--- config.mk ---
export PLATFORM = sky130hd
export DESIGN_NAME = slowdoor_logic_cell
export DESIGN_NICKNAME = d
export VERILOG_FILES = /design/src/rtl/slowdoor_fabric_pkg.sv /design/src/rtl/slowdoor_cfg_chain.sv /design/src/rtl/slowdoor_logic_cell.sv
export SDC_FILE = /design/constraint.sdc
export NUM_CORES = 1
export LEC_CHECK = 0
export ABC_AREA = 1
export CORE_ASPECT_RATIO = 1.25
export CORE_UTILIZATION = 54
export DETAILED_ROUTE_END_ITERATION = 8
export PLACE_DENSITY = 0.93
export SLEW_MARGIN = 20
export SYNTH_ARGS = -nofsm -noshare
export SYNTH_HDL_FRONTEND = slang
export SYNTH_SLANG_ARGS = --single-unit
--- constraint.sdc ---
create_clock -name clk -period 2.2 [get_ports clk]
set_input_delay 0.33 -clock clk [delete_from_list [all_inputs] [get_ports clk]]
set_output_delay 0.33 -clock clk [all_outputs]
set_load 0.02 [all_outputs]
--- src/rtl/slowdoor_fabric_pkg.sv ---
// SlowDoor fabric shared definitions: config word field offsets and width.
// Field order, LSB first: lut, sel[0..K-1], out_sel, reg_mode, enable.
package slowdoor_fabric_pkg;

   function automatic int unsigned lut_lsb();
      return 0;
   endfunction

   function automatic int unsigned sel_lsb(int unsigned k, int unsigned sw, int unsigned j);
      return (2 ** k) + j * sw;
   endfunction

   function automatic int unsigned out_sel_lsb(int unsigned k, int unsigned sw);
      return (2 ** k) + k * sw;
   endfunction

   function automatic int unsigned reg_mode_bit(int unsigned k, int unsigned sw);
      return out_sel_lsb(k, sw) + sw;
   endfunction

   function automatic int unsigned enable_bit(int unsigned k, int unsigned sw);
      return reg_mode_bit(k, sw) + 1;
   endfunction

   function automatic int unsigned cfg_w(int unsigned k, int unsigned num_sides);
      return (2 ** k) + (k + 1) * $clog2(num_sides) + 2;
   endfunction

endpackage

--- src/rtl/slowdoor_cfg_chain.sv ---
// Serial scan register with a shadow active copy. Shifting never touches the
// live configuration; only cfg_load transfers scan into active.
module slowdoor_cfg_chain #(
   parameter int unsigned W = 12
) (
   input  logic         clk,
   input  logic         rst_n,
   input  logic         cfg_shift,
   input  logic         cfg_si,
   input  logic         cfg_load,
   output logic         cfg_so,
   output logic [W-1:0] active
);

   logic [W-1:0] scan_q;
   logic [W-1:0] active_q;

   // Scan shift and shadow load; load samples the pre-shift scan contents.
   always_ff @(posedge clk) begin
      if (!rst_n) begin
         scan_q   <= '0;
         active_q <= '0;
      end else begin
         if (cfg_shift) scan_q <= {scan_q[W-2:0], cfg_si};
         if (cfg_load)  active_q <= scan_q;
      end
   end

   assign cfg_so = scan_q[W-1];
   assign active = active_q;

endmodule

--- src/rtl/slowdoor_logic_cell.sv ---
// SlowDoor K-input LUT logic cell with side routing, optional output register
// and a daisy-chained configuration scan path.
module slowdoor_logic_cell
   import slowdoor_fabric_pkg::*;
#(
   parameter int unsigned LUT_K     = 2,
   parameter int unsigned NUM_SIDES = 4,
   parameter int unsigned SEL_W     = $clog2(NUM_SIDES),
   parameter int unsigned CFG_W     = cfg_w(LUT_K, NUM_SIDES)
) (
   input  logic                 clk,
   input  logic                 rst_n,
   input  logic                 cfg_shift,
   input  logic                 cfg_si,
   output logic                 cfg_so,
   input  logic                 cfg_load,
   input  logic [NUM_SIDES-1:0] side_valid_i,
   input  logic [NUM_SIDES-1:0] side_data_i,
   output logic [NUM_SIDES-1:0] side_valid_o,
   output logic [NUM_SIDES-1:0] side_data_o
);

   localparam int unsigned LutN      = 2 ** LUT_K;
   localparam int unsigned LutLsb    = lut_lsb();
   localparam int unsigned OutSelLsb = out_sel_lsb(LUT_K, SEL_W);
   localparam int unsigned RegBit    = reg_mode_bit(LUT_K, SEL_W);
   localparam int unsigned EnBit     = enable_bit(LUT_K, SEL_W);
   localparam logic [SEL_W:0] NumSidesW = (SEL_W + 1)'(NUM_SIDES);

   logic [CFG_W-1:0] active;
   logic [LutN-1:0]  lut;
   logic [SEL_W-1:0] sel [LUT_K];
   logic [SEL_W-1:0] out_sel;
   logic             reg_mode;
   logic             enable;
   logic             out_ok;
   logic [LUT_K-1:0] addr;
   logic             res_valid;
   logic             res;
   logic             out_valid_q;
   logic             out_data_q;

   slowdoor_cfg_chain #(
      .W (CFG_W)
   ) u_cfg_chain (
      .clk       (clk),
      .rst_n     (rst_n),
      .cfg_shift (cfg_shift),
      .cfg_si    (cfg_si),
      .cfg_load  (cfg_load),
      .cfg_so    (cfg_so),
      .active    (active)
   );

   // Field decode, LUT input routing and loop/range qualification of res_valid.
   always_comb begin
      lut       = active[LutLsb +: LutN];
      out_sel   = active[OutSelLsb +: SEL_W];
      reg_mode  = active[RegBit];
      enable    = active[EnBit];
      out_ok    = ({1'b0, out_sel} < NumSidesW);
      res_valid = out_ok;
      addr      = '0;
      for (int j = 0; j < LUT_K; j++) begin
         sel[j] = active[sel_lsb(LUT_K, SEL_W, j) +: SEL_W];
         if (({1'b0, sel[j]} >= NumSidesW) || (sel[j] == out_sel)) begin
            res_valid = 1'b0;
         end else begin
            addr[j]   = side_data_i[sel[j]];
            res_valid = res_valid & side_valid_i[sel[j]];
         end
      end
      res = lut[addr];
   end

   // Output register; cleared on load so a new out_sel never shows stale data.
   always_ff @(posedge clk) begin
      if (!rst_n || cfg_load) begin
         out_valid_q <= 1'b0;
         out_data_q  <= 1'b0;
      end else begin
         out_valid_q <= res_valid;
         out_data_q  <= res & res_valid;
      end
   end

   // Drive only the selected side; everything else (and a disabled cell) reads 0.
   always_comb begin
      side_valid_o = '0;
      side_data_o  = '0;
      if (enable && out_ok) begin
         side_valid_o[out_sel] = reg_mode ? out_valid_q : res_valid;
         side_data_o[out_sel]  = reg_mode ? out_data_q  : (res & res_valid);
      end
   end

endmodule
### Yosys cells after proc, flatten, opt, wreduce, memory -nomap -nowiden

Cells that the tools add are included.

| storage, ports and cells | value |
|---|---|
| register bits after elaboration | 26 |
| input bits | 13 |
| output and inout port bits | 9 |

| cells by class | value |
|---|---|
| $lt $le $gt $ge | 5 |
| equal/unequal tests | 2 |
| mux-type cells | 20 |
| bitwise logic cells | 4 |
| reduce and logical (&&, ||, !) cells | 3 |

Operators by type and width:

| operator | count |
|---|---|
| $lt 2x3->1 const B | 4 |
| $mux 1 | 12 |
| $bmux 1 s2 | 5 |
| $and 4x4->4 | 2 |
| $mux 4 | 2 |
| $eq 2x2->1 | 2 |
| $and 1x1->1 | 2 |
| $demux 1 s2 | 1 |
| $ge 2x1->1 const B | 1 |
| $logic_and 1x1->1 | 1 |
| $logic_not 1->1 | 1 |
| $logic_or 1x1->1 | 1 |

### Longest topological paths before layout

Gate-level depths: netlist of the first run.

| depth | value |
|---|---|
| word-level depth | 9 |
| mapped depth | 11 |
| mapped depth without buffers | 11 |

### Cells and area by module

Synthesis of the first run repeated with hierarchy kept, for this count alone.

| unflattened totals | value |
|---|---|
| cell total of the unflattened synthesis | 224 |
| area, all modules | 1368.8 µm² |

Modules (own cells, without submodules):

| module | times used | cells an instance | area an instance (µm²) | sequential area each (µm²) |
|---|---|---|---|---|
| slowdoor_cfg_chain | 1 | 139 | 962.2 | 480.5 |
| slowdoor_logic_cell | 1 | 85 | 406.6 | 40.0 |

### Least setup slack after synthesis of the first run

Ideal clock, no wire load.

| timing | value |
|---|---|
| path kind | flip-flop to output port |
| from | reg u_cfg_chain.active_q[9] (netlist: u_cfg_chain.active[9]) |
| to | out side_data_o[0] |
| arrival | 1303 ps |
| data required time | 1870 ps |
| setup slack | 567 ps |
| cell stages (with the launch flop) | 11 |
| buffers on the path | 0 |
| cell sequence | dfxtp_1 > inv_2 > nand2_1 > nand2_1 > nand2_2 > nand2_2 > nor2_4 > nand3_2 > nand2_2 > nand2_2 > nor2_1 |

| on the way | value |
|---|---|
| word-level cells in the longest chain between the ends | 8 |

RTL lines:

| item | line | RTL |
|---|---|---|
| from (decl) | slowdoor_cfg_chain.sv:16 | `logic [W-1:0] active_q;` |
| from (signal assigned) | slowdoor_cfg_chain.sv:25 | `if (cfg_load) active_q <= scan_q;` |
| $eq 2x2->1 | slowdoor_logic_cell.sv:66 | `if (({1'b0, sel[j]} >= NumSidesW) \|\| (sel[j] == out_sel)) begin` |
| $mux 1 | slowdoor_logic_cell.sv:66 |  |
| $bmux 1 s2 / $and 1x1->1 (equally long branches) | slowdoor_logic_cell.sv:73, slowdoor_logic_cell.sv:70 |  |
| $mux 1 (on tied branches) | slowdoor_logic_cell.sv:73, slowdoor_logic_cell.sv:66 |  |
| $and 1x1->1 | slowdoor_logic_cell.sv:93 | `side_data_o[out_sel] = reg_mode ? out_data_q : (res & res_valid);` |
| $mux 1 | slowdoor_logic_cell.sv:93 |  |
| $and 4x4->4 (no line) (*) | n/a |  |
| $mux 4 (*) | slowdoor_logic_cell.sv:91 | `if (enable && out_ok) begin` |
| to (decl) | slowdoor_logic_cell.sv:20 | `output logic [NUM_SIDES-1:0] side_data_o` |

Mark *: on every way between the ends. The rest lies on a longest branch, timed or not. The select of a mux whose other input is x is not followed.

### Worst setup path in the final report of the first run

| timing | value |
|---|---|
| from | reg u_cfg_chain.active_q[5] (netlist: u_cfg_chain.active[5]) |
| to | out side_data_o[0] |

| on the way | value |
|---|---|
| word-level cells in the longest chain between the ends | 9 |

RTL lines:

| item | line |
|---|---|
| $bmux 1 s2 (on tied branches) | slowdoor_logic_cell.sv:69, slowdoor_logic_cell.sv:70 |
| $mux 1 (on tied branches) | slowdoor_logic_cell.sv:69, slowdoor_logic_cell.sv:70 |
| $mux 1 | slowdoor_logic_cell.sv:66 |
| $bmux 1 s2 / $and 1x1->1 (equally long branches) | slowdoor_logic_cell.sv:73, slowdoor_logic_cell.sv:70 |
| $mux 1 (on tied branches) | slowdoor_logic_cell.sv:73, slowdoor_logic_cell.sv:66 |
| $and 1x1->1 (*) | slowdoor_logic_cell.sv:93 |
| $mux 1 (*) | slowdoor_logic_cell.sv:93 |
| $and 4x4->4 (no line) (*) | n/a |
| $mux 4 (*) | slowdoor_logic_cell.sv:91 |

Marked as above.

==> impl_metrics.ini, run 1 <==
[critical_path]
path_cells = inv_1 -> nand2_1 -> nand2_1 -> nand2_2 -> nand2_1 -> nand2_1 -> nand3_2 -> nand3_2 -> nand2_2 -> nand2_2 -> nor2_1 -> buf_2
timing.critical_path.mode_cell = nand2_1
criticalPathCategory = reg2out
worstPathArrival_ns = 1.81
crit_buf_inv = 2
timing.rr.start = u_cfg_chain.active[5]$_SDFFE_PN0P_
crit_required_ns = 1.87
crit_cells = 12
path_max_fanout = 4
path_delay_family = simple AND/OR/NAND/NOR gates
startpoint_type = register
critPathLaunch = u_cfg_chain.active[5]$_SDFFE_PN0P_
r2r_cells = 10
critPathSlowestCell = dfxtp_2
slowest_delay_ns = 0.36
end_kind = output port

[global_route]
grtUsageTotal = 0.2358
grt_max_degree = 26
antenna_found_initial = 0
busiest_layer = met2
gr-usage-met2 = 0.4436
gr-usage-met1 = 0.2581
grt_pass1_vias = 1065
grt_pass1_wl_mm = 4.236
use_met3 = 0.01299
grt_overflow = 0

[yosys]
yosysMostFrequentCell = nor2_1
yosysWarnings = 0
synthTopCellsByArea = dfxtp_1 (43%), nor2_1 (14%), o21ai_0 (9.9%)
synth-seq-area-share = 0.4298
yosysTopAreaCell = dfxtp_1
synth_cells = 178
async_flop_share = 0
synth_ff_type = dfxtp_1
ys_ff_latch = 26
synth.cell_area_um2 = 1211
synth_top_cell_area_share = 0.4298
syn_nets = 191
synth.distinct_cells = 17
syn_avg_cell_area_um2 = 6.804
synth_edf_count = 0
synth_commonest_cells = nor2_1 (44), nand2_1 (27), dfxtp_1 (26), o21ai_0 (24), inv_1 (14)

[placed_design]
dp_hpwl_mm = 1.907
port_buffers = 21
dp_slack_ns = -0.3154
dpl-instance-area_um2 = 1451
gp_congestion = 0.8640

[power]
power.density_nw_per_um2 = 633.9
irDropWorstVdd_uv = 600.5
p_leak_nw = 0.6458

[die]
core-area_um2 = 2049
start_util = 0.5910
die_w_um = 44.36
rows = 18
die_area_um2 = 2438
ios = 22
die_h_um = 54.95

[outcome]
outcome = complete, no violations

[cells_and_area]
antennaDiodeCount = 0
drive_gt1_frac = 0.1558
nets = 213
fin_area_um2 = 1463
syn_to_final_growth_pct = 20.76

[sta]
max_slew_margin = 0.5861
fmax_mhz = 467.9
drv_slew = 0
finalCriticalPeriod_ns = 2.137
rsz0062_at_grt = true
final.setup.worst_slack_ns = 0.06289
fin_crit_sh = 0.9714
fin_skew_ns = 0.001220
hold_viol = 0
tightest_slew_ns = 0.6189
setup_viol = 0

[clock_network]
clkSinkCount = 26
clock_latency_ns = 0.32
clockBufferDepth = 2
cts_hold_buffers = 0
cts_buffers = 3
ctsResizeCount = 25
clk_pin_slew_worst_paths_ns = 0.13
cts_root_buf = clkbuf_4
post_cts_buffers = 0
cts_tree = yes
h-tree-depth = 1

[detailed_routing]
ant_nets = 0
drt_pre_antenna_iters = 6
vias_per_cell = 5.297
routedWlPerCell_um = 11.48
initialDrtViolationCount = 28
via_count = 1213
wl_mm = 2.629
route.detailed.drc = 0

[min_path]
hold_depth = 2
worstHoldPathType = reg2reg
min_from = u_cfg_chain.scan_q[2]$_SDFFE_PN0P_

[run]
drv_cap = 0
routing by layer:
metal | part of all wire | up-vias | wire length, µm
met2 | 0.53 | 30 | 1389
met3 | 0.032 | 7 | 83
met1 | 0.42 | 563 | 1092
met4 | 0.025 | 0 | 65
met5 | 0 | - | 0
li1 | - | 613 | -
sequential cells by signal, indices dropped and copies added (netlist names):
signal              cells
out_valid_q             1
out_data_q              1
u_cfg_chain.active     12
u_cfg_chain.scan_q     12
where the power goes:
| group | internal, mW | total (mW) | switching [mW] |
|---|---|---|---|
| logic | 0.0700 | 0.166 | 0.0961 |
| registers | 0.500 | 0.524 | 0.0239 |
| clock network | 0.101 | 0.237 | 0.136 |
cells in the final DEF (no fill, tap or decap), drive strengths merged:
master / n
inv: 17
nor2: 45
a21oi: 7
clkdlybuf4s50: 13
dfxtp: 26
buf: 8
clkbuf: 6
nand2: 31
nand3: 13
xnor2: 3
o211ai: 4
o21ai: 25
or2: 1
logic make-up after synthesis:
group / count (synthesis) / synth area share
simple gates: 90 / 0.3172
compound gates: 36 / 0.1601
flops: 26 / 0.4298
buf+inv: 23 / 0.07128
xor+xnor: 3 / 0.02170
worst paths after layout:
path	endpoint	slack [ns]
max	side_data_o[0]	0.06
min	u_cfg_chain.scan_q[3]$_SDFFE_PN0P_	0.51
max reg2reg	out_data_q$_SDFF_PP0_	0.85
min reg2reg	u_cfg_chain.scan_q[3]$_SDFFE_PN0P_	0.51
area by class of cell:
class | instances | area (µm²)
Multi-Input combinational cell | 129 | 606.8
Fill cell | 176 | 586.8
Sequential cell | 26 | 525.5
Timing Repair Buffer | 23 | 192.7
Inverter | 17 | 63.81
Tap cell | 30 | 37.54
Clock buffer | 4 | 36.28
worst register-to-register path: cells and delay by family, from the launching register on:
kind / cells / cell delay (ns)
buffers and inverters: 2 / 0.29
DFF: 1 / 0.36
and+or+nand+nor: 8 / 0.64
stage by stage:
step / hold WS (ns) / total power [mW] / util / cells / setup TNS (ns)
6_report: 0.5141 / 0.9272 / 0.7137 / 229 / 0
5_1_grt: 0.5389 / 0.9744 / 0.7137 / 229 / -0.1322
4_1_cts: 0.5159 / 0.9254 / 0.7314 / 229 / 0
3_5_place_dp: 0.4914 / 0.6973 / 0.7082 / 225 / -2.320
3_3_place_gp: 0.4843 / 0.6893 / 0.7082 / 225 / -2.035
2_1_floorplan: 0.4631 / 0.6421 / - / 178 / 0
Power figures use the tool's default switching activity.
==> run 2: changes to the inputs <==
--- a/config.mk
+++ b/config.mk
@@ -7,9 +7,10 @@
 export LEC_CHECK = 0
 export ABC_AREA = 1
 export CORE_ASPECT_RATIO = 1.25
-export CORE_UTILIZATION = 54
+export CORE_UTILIZATION = 44
 export DETAILED_ROUTE_END_ITERATION = 8
-export PLACE_DENSITY = 0.93
+export GPL_ROUTABILITY_DRIVEN = 0
+export PLACE_DENSITY = 0.8
 export SLEW_MARGIN = 20
 export SYNTH_ARGS = -nofsm -noshare
 export SYNTH_HDL_FRONTEND = slang
==> run 2 against run 1 <==
Against the previous run:
- routed wire length shrank 5.0%
- sequential share of layout area is 0.34 points lower
- clock power is essentially flat
- critical endpoint is now side_data_o[1]
==> impl_metrics.ini, run 2 (synthesis results as in run 1) <==
[critical_path]
critPathSlowestCell = clkdlybuf4s50_1
end_kind = output port
path_delay_family = simple AND/OR/NAND/NOR gates
crit_required_ns = 1.87
r2r_end = out_data_q$_SDFF_PP0_
path_max_fanout = 4
slowest_delay_ns = 0.46
timing.critical_path.mode_cell = nand2_2
timing.rr.start = u_cfg_chain.active[5]$_SDFFE_PN0P_
r2r_cells = 9
startpoint_type = input port
crit_cells = 12
criticalPathCategory = in2out
rrSetupSlack_ns = 0.94
worstPathArrival_ns = 1.73
crit_buf_inv = 3
path_cells = clkdlybuf4s50_1 -> inv_1 -> nand2_1 -> o211ai_1 -> nand2_1 -> nand2_2 -> nor2_4 -> nand3_2 -> nand2_2 -> nand2_2 -> nor2_1 -> buf_4

[clock_network]
clk_pin_slew_worst_paths_ns = 0.13
cts_root_buf = clkbuf_4
cts_tree = yes
cts_buffers = 3
clkSinkCount = 26
clock_latency_ns = 0.32
h-tree-depth = 1
cts_hold_buffers = 0
post_cts_buffers = 0
clockBufferDepth = 2

[detailed_routing]
routedWlPerCell_um = 10.76
top_layer_used = met4
via_count = 1151
ant_nets = 0
route.detailed.drc = 0
wl_mm = 2.497
drt_pre_antenna_iters = 4
vias_per_cell = 4.961
dr_wl_met2_mm = 1.285
initialDrtViolationCount = 14
wirelength_met1_mm = 1.114
dr_wl_met3_um = 55

[cells_and_area]
seq_area_um2 = 525.5
multi_input_area_um2 = 609.3
num-fill-cells = 246
utilization = 0.5842
final_cell_mix = nor2_1 (43), nand2_1 (26), o21ai_0 (24)
syn_to_final_growth_pct = 21.90
nets = 213
drive_gt1_frac = 0.1658
antennaDiodeCount = 0
layout_commonest_cell = nor2_1

[sta]
fin_crit_sh = 0.9367
hold_viol = 0
setup_viol = 0
rsz0062_at_grt = true
drv_slew = 0
max_slew_margin = 0.5752
finalCriticalPeriod_ns = 2.061
fin_skew_ns = 0.001541
final.setup.worst_slack_ns = 0.1392
fmax_mhz = 485.3
tightest_slew_ns = 0.6353

[min_path]
holdPathEnd = u_cfg_chain.scan_q[10]$_SDFFE_PN0P_
hold_depth = 2
min_from = u_cfg_chain.scan_q[9]$_SDFFE_PN0P_
worstHoldPathType = reg2reg

[power]
p_leak_nw = 0.6462
power.density_nw_per_um2 = 626.9
power_frac_clock = 0.255
sw_frac_of_total = 0.2735
p_switching_uw = 253.2
intPower_uw = 672.4
seqPwrFrac = 0.566
irDropWorstVdd_uv = 381.2
p_comb_frac = 0.180

[die]
core-area_um2 = 2527
start_util = 0.4792
die_area_um2 = 2968
die_w_um = 48.93
ios = 22
rows = 20
die_h_um = 60.66

[placed_design]
port_buffers = 21
dp_hpwl_mm = 1.932
dp_slack_ns = -0.3379

[global_route]
grt_pass1_wl_mm = 4.367
grt_max_degree = 26
grt_overflow = 0
grt_pass1_vias = 1042
antenna_found_initial = 0
grtUsageTotal = 0.1889

[outcome]
outcome = complete, no violations

[run]
drv_cap = 0
run 2: cell count changes in the layout (fill, tap and decap cells not counted), sizes merged:
cell,previous run,this run
clkbuf,6,5
buf,8,9
run 2: area by class of cell:
type / instances / share of cell area
repair buffers: 23 / 0.1356
clock buffers: 4 / 0.02458
multi-input cells: 129 / 0.4127
well taps: 33 / 0.02797
flip-flops and latches: 26 / 0.3559
inverters: 17 / 0.04322
run 2: worst reg2reg max path, cell delays in order, from the launching register on:
cell     delay, ns
dfxtp_1       0.41
inv_2         0.07
nand2_1       0.06
nand2_1       0.06
nand2_2       0.11
nand2_2       0.08
nor2_4        0.12
nand3_2       0.09
buf_4         0.14
nor2_1        0.07
run 2: how the worst max path moves through the flow:
stage                                            start              end  slack (ns)
global route                            side_data_i[1]   side_data_o[1]       -0.02
detailed placement                     side_valid_i[2]   side_data_o[0]       -0.34
global placement                       side_valid_i[2]  side_valid_o[1]       -0.26
finish                                 side_valid_i[2]   side_data_o[1]        0.14
floorplan           u_cfg_chain.active[9]$_SDFFE_PN0P_   side_data_o[0]        0.57
CTS                 u_cfg_chain.active[5]$_SDFFE_PN0P_  side_valid_o[2]       0.005
run 2: what timing repair did:
action                     CTS  global route
setup endpoints to repair    8             8
resized for setup           24            20
hold endpoints to repair     0             0
run 2: metrics by stage:
stage	hold slack [ns]	power, mW	setup TNS (ns)	instance area, µm²	std cells
6_report	0.5146	0.9256	0	1476	232
5_1_grt	0.5515	0.9820	-0.04452	1476	232
4_1_cts	0.5165	0.9304	0	1494	232
3_5_place_dp	0.4929	0.6985	-2.330	1455	228
3_3_place_gp	0.4821	0.6907	-2.015	1455	228
2_1_floorplan	0.4631	0.6421	0	1211	178
run 2: power groups by stage:
stage,clock network (mW),registers [mW],logic (mW)
after floorplan,0,0.528,0.114
after global placement,0,0.531,0.159
after detailed placement,0,0.533,0.166
after CTS,0.242,0.523,0.166
after global routing,0.264,0.529,0.189
final,0.236,0.524,0.166
run 2: metal layers:
metal	vias to the layer above	global-route usage
li1	614	-
met1	513	0.2117
met2	20	0.3611
met3	4	0.01504
met4	0	0.1008
met5	-	0
